<file path="src/rtl/shift_pkg.sv">
// Shared constants for the shift register family and its load sequencer.
// State encoding and default widths.
package shift_pkg;

    localparam int SHIFT_WIDTH = 4;
    localparam int SHIFT_DIV_W = 8;

    localparam logic [1:0] ST_IDLE = 2'd0;
    localparam logic [1:0] ST_RUN  = 2'd1;
    localparam logic [1:0] ST_DONE = 2'd2;

endpackage

</file>
<file path="src/rtl/shift_load_ctrl_if.sv">
// Word-offer handshake between a producer and the load sequencer.
// The producer is master; the sequencer is slave.
interface shift_load_ctrl_if
    import shift_pkg::*;
#(
    parameter int WIDTH = SHIFT_WIDTH,
    parameter int DIV_W = SHIFT_DIV_W
);

    logic             start_valid;
    logic             start_ready;
    logic [WIDTH-1:0] word;
    logic [DIV_W-1:0] div;

    modport master (
        output start_valid,
        output word,
        output div,
        input  start_ready
    );

    modport slave (
        input  start_valid,
        input  word,
        input  div,
        output start_ready
    );

endinterface

</file>
<file path="src/rtl/shift_rate_counter.sv">
// Loadable down-counter pacing the shifts.
// zero marks the cycle a shift may happen.
module shift_rate_counter
    import shift_pkg::*;
#(
    parameter int DIV_W = SHIFT_DIV_W
) (
    input  logic             clk,
    input  logic             rst,
    input  logic             load,
    input  logic             dec,
    input  logic [DIV_W-1:0] load_val,
    output logic             zero
);

    logic [DIV_W-1:0] cnt;

    // Reload takes precedence; otherwise count down toward zero.
    always_ff @(posedge clk or posedge rst) begin
        if (rst) begin
            cnt <= '0;
        end else if (load) begin
            cnt <= load_val;
        end else if (dec) begin
            cnt <= cnt - 1'b1;
        end
    end

    assign zero = (cnt == '0);

endmodule

</file>
<file path="src/rtl/shift_load_ctrl.sv">
// Feeds a parallel word LSB-first into a right-shift register,
// then reports the register contents once all bits are in.
module shift_load_ctrl
    import shift_pkg::*;
#(
    parameter int WIDTH = SHIFT_WIDTH,
    parameter int DIV_W = SHIFT_DIV_W
) (
    input  logic             clk,
    input  logic             rst,
    shift_load_ctrl_if.slave s,
    input  logic             abort,
    output logic             sh_enable,
    output logic             sh_din,
    input  logic [WIDTH-1:0] q_in,
    output logic             busy,
    output logic             done,
    output logic [WIDTH-1:0] data_out
);

    localparam int BW = $clog2(WIDTH) + 1;
    localparam logic [BW-1:0] LAST = BW'(WIDTH - 1);

    logic [1:0]       state;
    logic [WIDTH-1:0] sreg;
    logic [DIV_W-1:0] div_r;
    logic [BW-1:0]    bits;
    logic             zero;
    logic             accept;
    logic             in_run;
    logic             shift;

    assign s.start_ready = (state == ST_IDLE);
    assign accept        = s.start_valid & s.start_ready;
    assign in_run        = (state == ST_RUN);
    assign shift         = in_run & zero & ~abort;
    assign sh_enable     = shift;
    assign sh_din        = shift & sreg[0];
    assign busy          = in_run | (state == ST_DONE);

    shift_rate_counter #(
        .DIV_W (DIV_W)
    ) u_rate (
        .clk      (clk),
        .rst      (rst),
        .load     (accept | shift),
        .dec      (in_run & ~zero & ~abort),
        .load_val (accept ? s.div : div_r),
        .zero     (zero)
    );

    // Control flow: IDLE -> RUN -> DONE -> IDLE, abort drops RUN to IDLE.
    always_ff @(posedge clk or posedge rst) begin
        if (rst) begin
            state <= ST_IDLE;
        end else begin
            case (state)
                ST_IDLE: if (accept) state <= ST_RUN;
                ST_RUN: begin
                    if (abort) state <= ST_IDLE;
                    else if (shift && bits == LAST) state <= ST_DONE;
                end
                ST_DONE: state <= ST_IDLE;
                default: state <= ST_IDLE;
            endcase
        end
    end

    // Word shadow, rate and bit count: loaded on accept, stepped per shift.
    always_ff @(posedge clk or posedge rst) begin
        if (rst) begin
            sreg  <= '0;
            div_r <= '0;
            bits  <= '0;
        end else if (accept) begin
            sreg  <= s.word;
            div_r <= s.div;
            bits  <= '0;
        end else if (shift) begin
            sreg  <= sreg >> 1;
            bits  <= bits + 1'b1;
        end
    end

    // Completion: capture the register readback as DONE ends.
    always_ff @(posedge clk or posedge rst) begin
        if (rst) begin
            done     <= 1'b0;
            data_out <= '0;
        end else begin
            done <= (state == ST_DONE);
            if (state == ST_DONE) data_out <= q_in;
        end
    end

endmodule

</file>
<file path="src/flat_wrapper.sv">
// flat-port wrapper written by rule: the top's interface ports become plain ports
module shift_load_ctrl_flat import shift_pkg::*;
#(
    parameter int WIDTH = SHIFT_WIDTH,
    parameter int DIV_W = SHIFT_DIV_W
)
  (clk, rst, abort, sh_enable, sh_din, q_in, busy, done, data_out, s_start_valid, s_word, s_div, s_start_ready);
  shift_load_ctrl_if #(.WIDTH(WIDTH), .DIV_W(DIV_W)) s_i ();
  input  logic clk;
  input  logic rst;
  input  logic abort;
  output logic sh_enable;
  output logic sh_din;
  input  logic [WIDTH-1:0] q_in;
  output logic busy;
  output logic done;
  output logic [WIDTH-1:0] data_out;
  input wire logic [$bits(s_i.start_valid)-1:0] s_start_valid;
  input wire logic [$bits(s_i.word)-1:0] s_word;
  input wire logic [$bits(s_i.div)-1:0] s_div;
  output wire logic [$bits(s_i.start_ready)-1:0] s_start_ready;
  assign s_i.start_valid = s_start_valid;
  assign s_i.word = s_word;
  assign s_i.div = s_div;
  assign s_start_ready = s_i.start_ready;
  shift_load_ctrl #(.WIDTH(WIDTH), .DIV_W(DIV_W)) u_core (.clk(clk), .rst(rst), .s(s_i), .abort(abort), .sh_enable(sh_enable), .sh_din(sh_din), .q_in(q_in), .busy(busy), .done(done), .data_out(data_out));
endmodule
</file>
<file path="config.mk">
export PLATFORM = sky130hd
export DESIGN_NAME = shift_load_ctrl_flat
export DESIGN_NICKNAME = d
export VERILOG_FILES = /design/src/rtl/shift_pkg.sv /design/src/rtl/shift_load_ctrl_if.sv /design/src/rtl/shift_rate_counter.sv /design/src/rtl/shift_load_ctrl.sv /design/src/flat_wrapper.sv
export SDC_FILE = /design/constraint.sdc
export NUM_CORES = 1
export LEC_CHECK = 0
export ABC_AREA = 1
export ABC_CLOCK_PERIOD_IN_PS = 2110
export BUFFER_PORTS_ARGS = -buffer_cell sky130_fd_sc_hd__buf_4
export CORE_MARGIN = 5
export CORE_UTILIZATION = 49
export DETAILED_ROUTE_END_ITERATION = 8
export PLACE_DENSITY = 0.75
export SLEW_MARGIN = 5
export SYNTH_ARGS = -nofsm -noshare
export SYNTH_HDL_FRONTEND = slang
export SYNTH_HIERARCHICAL = 1
export SYNTH_SLANG_ARGS = --single-unit
</file>
<file path="constraint.sdc">
create_clock -name clk -period 2.11 [get_ports clk]
set_clock_uncertainty 0.05 [all_clocks]
set_input_delay 0.3165 -clock clk [delete_from_list [all_inputs] [get_ports clk]]
set_output_delay 0.3165 -clock clk [all_outputs]
set_load 0.01 [all_outputs]
</file>
# Yosys cells after proc, flatten, opt, wreduce, memory -nomap -nowiden

Index checks and enable logic that the tools add are counted.

Flip-flop bits (word level): 30
Input bits: 20
Output and inout port bits: 9
Word-level logic and storage cells: 41

Add/subtract/negate cells: 2
Equal/unequal tests: 5
Muxes and demuxes: 11
Bitwise gates (word level): 10
Reductions and logical operators: 6

Operators by type and width:

| cell                                              | number |
|---|---|
| 2-to-1 mux 8 bit                                  | 3 |
| zero test 8 bit                                   | 1 |
| 2-to-1 mux 4 bit                                  | 2 |
| subtractor 8 x 1 -> 8 bit (second input constant) | 1 |
| bitwise AND 1 bit                                 | 6 |
| 2-to-1 mux 2 bit                                  | 3 |
| 2-to-1 mux 3 bit                                  | 2 |
| case mux 2 bit (2 select lines)                   | 1 |
| nonzero test 2 bit                                | 2 |
| adder 3 x 1 -> 3 bit (second input constant)      | 1 |
| == test 3 x 2 -> 1 bit (second input constant)    | 1 |
| inequality test 3 bit (second input constant)     | 1 |
| == test 2 x 1 -> 1 bit (second input constant)    | 1 |
| == test 2 bit (second input constant)             | 1 |
| zero test 2 bit                                   | 1 |
| inequality test 2 bit (second input constant)     | 1 |
| NOT 1 bit                                         | 2 |
| OR 1 bit                                          | 2 |
| AND reduction 2 bit                               | 1 |
| logical AND 1 bit                                 | 1 |

# Depth between registers and ports, before layout

Depth after elaboration: 7
Gate-level depth with buffers: 14
Depth with buffers taken out: 13

# Hierarchy

Netlist, hierarchy kept.

By module, submodules not included:

| module             | instances | cells each | area an instance (µm²) |
|---|---|---|---|
| shift_load_ctrl    | 1         | 110        | 1009.7 |
| shift_rate_counter | 1         | 70         | 534.3 |

# Least setup slack after synthesis

OpenSTA, ideal clock, no wires.

Path type: register to register
From: register u_core.u_rate.cnt[0]
To: register u_core.u_rate.cnt[4]
Arrival time: 1.934 ns
Data required time: 1.936 ns
Path slack: 0.001 ns
Stages on the path, launching flop included: 15
Path buffers: 1
Cell sequence: dfrtp_1 -> inv_1 -> ha_1 -> nand3_1 -> nor4_1 -> nand2_2 -> nor2_8 -> inv_1 -> nand2_1 -> buf_6 -> inv_2 -> nand2_2 -> inv_2 -> nand4_1 -> nand3_1

Cells in the longest elaborated chain, start to end: 5
Elaborated cells on any way between the ends: 11

Ends and longest elaborated chain:

| item                                                          | RTL line                 | text |
|---|---|---|
| start, declared                                               | shift_rate_counter.sv:16 | `logic [DIV_W-1:0] cnt;` |
| start signal, assigned                                        | shift_rate_counter.sv:23 | `cnt <= load_val;` |
| start signal, assigned                                        | shift_rate_counter.sv:25 | `cnt <= cnt - 1'b1;` |
| zero test 8 bit (*)                                           | shift_rate_counter.sv:29 | `assign zero = (cnt == '0);` |
| via u_core.zero                                               | shift_load_ctrl.sv:28    | `logic zero;` |
| bitwise AND 1 bit (*) (2 in series)                           | shift_load_ctrl.sv:36    | `assign shift = in_run & zero & ~abort;` |
| via sh_enable                                                 | flat_wrapper.sv:12       | `output logic sh_enable;` |
| OR 1 bit (*)                                                  | shift_load_ctrl.sv:46    | `.load (accept \| shift),` |
| 2-to-1 mux 8 bit / nonzero test 2 bit (equally long branches) | n/a                      |  |

Mark *: on every way through the listed nets, which the timed path passes. The rest lies on a longest branch. The select of a mux whose other input is x is not followed.
A chain may end at the register's enable or synchronous reset.

# Final worst setup path

From: register u_core.u_rate.cnt[0]
To: output port sh_din

Cells in the longest elaborated chain, start to end: 4

Ends and longest elaborated chain:

| item                            | RTL line                 | text |
|---|---|---|
| zero test 8 bit                 | shift_rate_counter.sv:29 |  |
| via u_core.zero                 | shift_load_ctrl.sv:28    |  |
| bitwise AND 1 bit (2 in series) | shift_load_ctrl.sv:36    |  |
| bitwise AND 1 bit               | shift_load_ctrl.sv:38    | `assign sh_din = shift & sreg[0];` |
| end, declared                   | flat_wrapper.sv:13       | `output logic sh_din;` |

The timed path passes the listed nets, and every way through them passes these cells.

==> flow_metrics.py <==
metrics = {
    "setup_path": {
        "arrival_ns": 1.74,
        "cp_cell_instances": "inv_2 -> ha_4 -> nand3_4 -> nor4_4 -> buf_4 -> nand2_4 -> nor2_8 -> inv_2 -> nor2_2 -> buf_4",
        "critPathCaptureType": "output port",
        "critical_path_required_ns": 1.74,
        "cpPeakStageDelay_ns": 0.41,
        "crit_path_start_kind": "flip-flop",
        "slowest_stage": "dfrtp_1",
        "type_of_the_setup_path_with_the_least_slack": "flip-flop to output port",
        "path_max_fanout": 2,
    },
    "sta": {
        "final-hold-violation-count": 0,
        "slew_violations": 0,
        "setup_slack_after_layout_ns": 0.004956,
        "setup_violations": 0,
        "fin_hold_ws_ns": 0.1590,
        "worstMarginPinSlew_ns": 0.3466,
        "slew_headroom": 0.7687,
        "clock.fmax_mhz": 475.0,
        "timing.final.crit_share": 0.9977,
        "final.min_clock_period_ns": 2.105,
        "grt_setup_unrepaired": "yes",
        "setup-tns-final_ns": 0,
    },
    "grt": {
        "track_usage": 0.1814,
        "grt_overflow": 0,
        "grt_pass1_vias": 1376,
        "grt_max_degree": 20,
        "grt_antenna_before_repair": 0,
        "global_route_wire_length_before_repair_mm": 6.072,
    },
    "synth": {
        "post-synth-top-area-cell": "dfrtp_1",
        "count_of_distinct_cell_types_in_the_synthesized_netlist": 24,
        "mappedNetlistNets": 207,
        "ys.warnings.count": 6,
        "synth_top_cell_area_share": 0.4862,
        "postSynthRegisterBits": 30,
        "synth_area_sq_mm": 0.001544,
        "synth.most_common_cell": "nand2_1",
        "synth_edf_count": 0,
        "async_flop_share": 1.000,
        "avgSynthCellArea_sq_um": 8.578,
        "syn_inst": 180,
        "synth.area.top_cells": "dfrtp_1 (49%), nand2_1 (14%), nand3_1 (6.5%), ha_1 (5.7%), inv_1 (4.9%)",
        "seq_area_frac_synth": 0.4862,
        "synth_flop_cell": "dfrtp_1",
        "synth.top_cells.by_count": "nand2_1 (57), dfrtp_1 (30), inv_1 (20), nand3_1 (20), ha_1 (7)",
    },
    "detailed_routing": {
        "avgViaCountPerCell": 5.044,
        "initialDrtViolationCount": 68,
        "wl_per_cell_um": 13.20,
        "postRouteWirelength_mm": 3.591,
        "first_pass_iters": 4,
        "route.vias.total": 1372,
        "route.detailed.drc": 0,
        "antenna_violating_nets_post_route": 0,
    },
    "pwr": {
        "power.share.combinational": 0.452,
        "power.sequential.fraction": 0.372,
        "net_switching_power_of_the_design_mw": 0.9649,
        "power.density_mw_per_mm2": 1186,
        "intPower_mw": 1.453,
        "share_of_total_power_in_the_clock_network": 0.175,
        "max-vdd-ir-drop_mv": 0.7812,
        "leakage_power_nw": 1.101,
        "switching_share": 0.3991,
    },
    "clocking": {
        "tritoncts_num_sinks": 30,
        "path_clk_slew_ns": 0.10,
        "root_cell_of_the_clock_tree": "clkbuf_4",
        "cts_tree": "built",
        "clock_tree.htree_level_count": 2,
        "cts-buffers-inserted": 5,
        "clock_insertion_delay_worst_skew_ns": 0.32,
        "max-clock-path-buffers": 2,
    },
    "final_layout": {
        "flow.area_growth_from_synthesis_pct": 32.09,
        "layout_cells_sized_above_1": 0.3333,
        "final_cells": 272,
        "finalNetCount": 254,
        "insertedDiodeCount": 0,
    },
    "status": {
        "run_status": "finished clean",
    },
    "hold_path": {
        "hp-class": "primary input to flip-flop",
    },
    "floorplan": {
        "fp.dieW_um": 66.14,
        "starting_density_of_the_core": 0.5099,
        "design.core.area_sq_mm": 0.003028,
        "floorplan_die_area_sq_mm": 0.004374,
        "top_level_ports": 29,
        "placementRows": 20,
        "dieHeight_um": 66.14,
    },
    "placement": {
        "detailed_place_hpwl_mm": 2.670,
        "port-buffer-count": 28,
        "post-place-ws_ns": 0.05537,
        "globalplace.congestion": 0.8081,
        "place.detailed.instances": 254,
    },
    "run": {
        "number_of_max_cap_violations": 0,
    },
}
[power by group through the flow]
stage                     logic, mW  clock network [mW]  registers (mW)
after floorplan               0.665                   0           0.875
after global placement        0.844                   0           0.898
after detailed placement      0.870                   0           0.911
after CTS                      1.00               0.435           0.888
after global routing           1.22               0.463           0.923
final                          1.09               0.424           0.901
[critical path: cells and delay by family (launching register included)]
| kind | cells | cell delay (ns) |
|---|---|---|
| adders and majority gates | 1 | 0.15 |
| and+or+nand+nor | 5 | 0.43 |
| DFF | 1 | 0.41 |
| buffers and inverters | 4 | 0.43 |
[registers in the layout, summed over array words and instances (netlist names)]
register           cells
u_core/div_r           8
u_core/u_rate/cnt      8
u_core/data_out        4
u_core/sreg            4
u_core/bits            3
u_core/state           2
u_core/done            1
[metal layers]
metal,global-route usage,share of wire,wire [um],up-vias
li1,-,-,-,679
met1,0.2243,0.43,1530,639
met2,0.2924,0.50,1801,40
met3,0.04932,0.043,155,14
met4,0.08376,0.029,103,0
met5,0,0,0,-
[path summary, 6_finish.rpt]
check | from | endpoint | slack, ns | depth (start not counted)
max | u_core/u_rate/cnt[0] | sh_din | 0.005 | 10
min | s_div[4] | u_core/div_r[4] | 0.16 | 3
max reg2reg | u_core/u_rate/cnt[0] | u_core/u_rate/cnt[3] | 0.13 | 13
min reg2reg | u_core/div_r[3] | u_core/div_r[3] | 0.43 | 2
max in group asynchronous | rst | u_core/bits[1] | 1.15 | 4
min in group asynchronous | rst | u_core/data_out[1] | 0.39 | 3
[cells in the final DEF (no fill, tap or decap), types with 2 or more instances in the layout]
master and instances:
clkbuf_4 5, ha_1 6, nand2_2 2, a22oi_1 5, nand2_4 2, mux2_2 4
o21ai_1 4, clkbuf_8 3, buf_4 40, nand3_1 19, nand4_1 4, o211ai_1 2
inv_2 9, nor2_1 5, nor2_4 2, nor2_2 3, buf_6 2, inv_1 15
dfrtp_1 30, nand2_1 57
[through the flow]
stage	instance area, sq um	util	power (mW)
floorplan	1544	-	1.540
global placement	1823	0.6021	1.742
detailed placement	1823	0.6021	1.781
CTS	1999	0.6603	2.327
global route	2039	0.6736	2.607
finish	2039	0.6736	2.418
[kinds of logic after synthesis]
group / count (synthesis) / share of synthesized area
flops: 30 / 0.4862
fa+ha+maj: 7 / 0.05672
simple gates: 97 / 0.2901
xor+xnor: 1 / 0.005674
mux: 4 / 0.02917
compound gates: 14 / 0.05834
buf+inv: 27 / 0.07374
[layout make-up]
cell class              instances  area, sq um
clock buffers                   8        78.83
fillers                       249        988.4
inverters                      24        90.09
multi-input cells             123        732.0
flip-flops and latches         30        750.7
well taps                      44        55.05
repair buffers                 43        332.8
[repair_timing]
| item | 4_1_cts | 5_1_grt |
|---|---|---|
| hold buffers | 1 | 0 |
| pin swaps | 3 | 3 |
| setup buffers | 7 | 2 |
| gates resized for setup | 10 | 6 |
| endpoints found under the hold margin | 11 | 0 |
| endpoints found under the setup margin | 2 | 8 |
(Power assumes the default switching activity.)
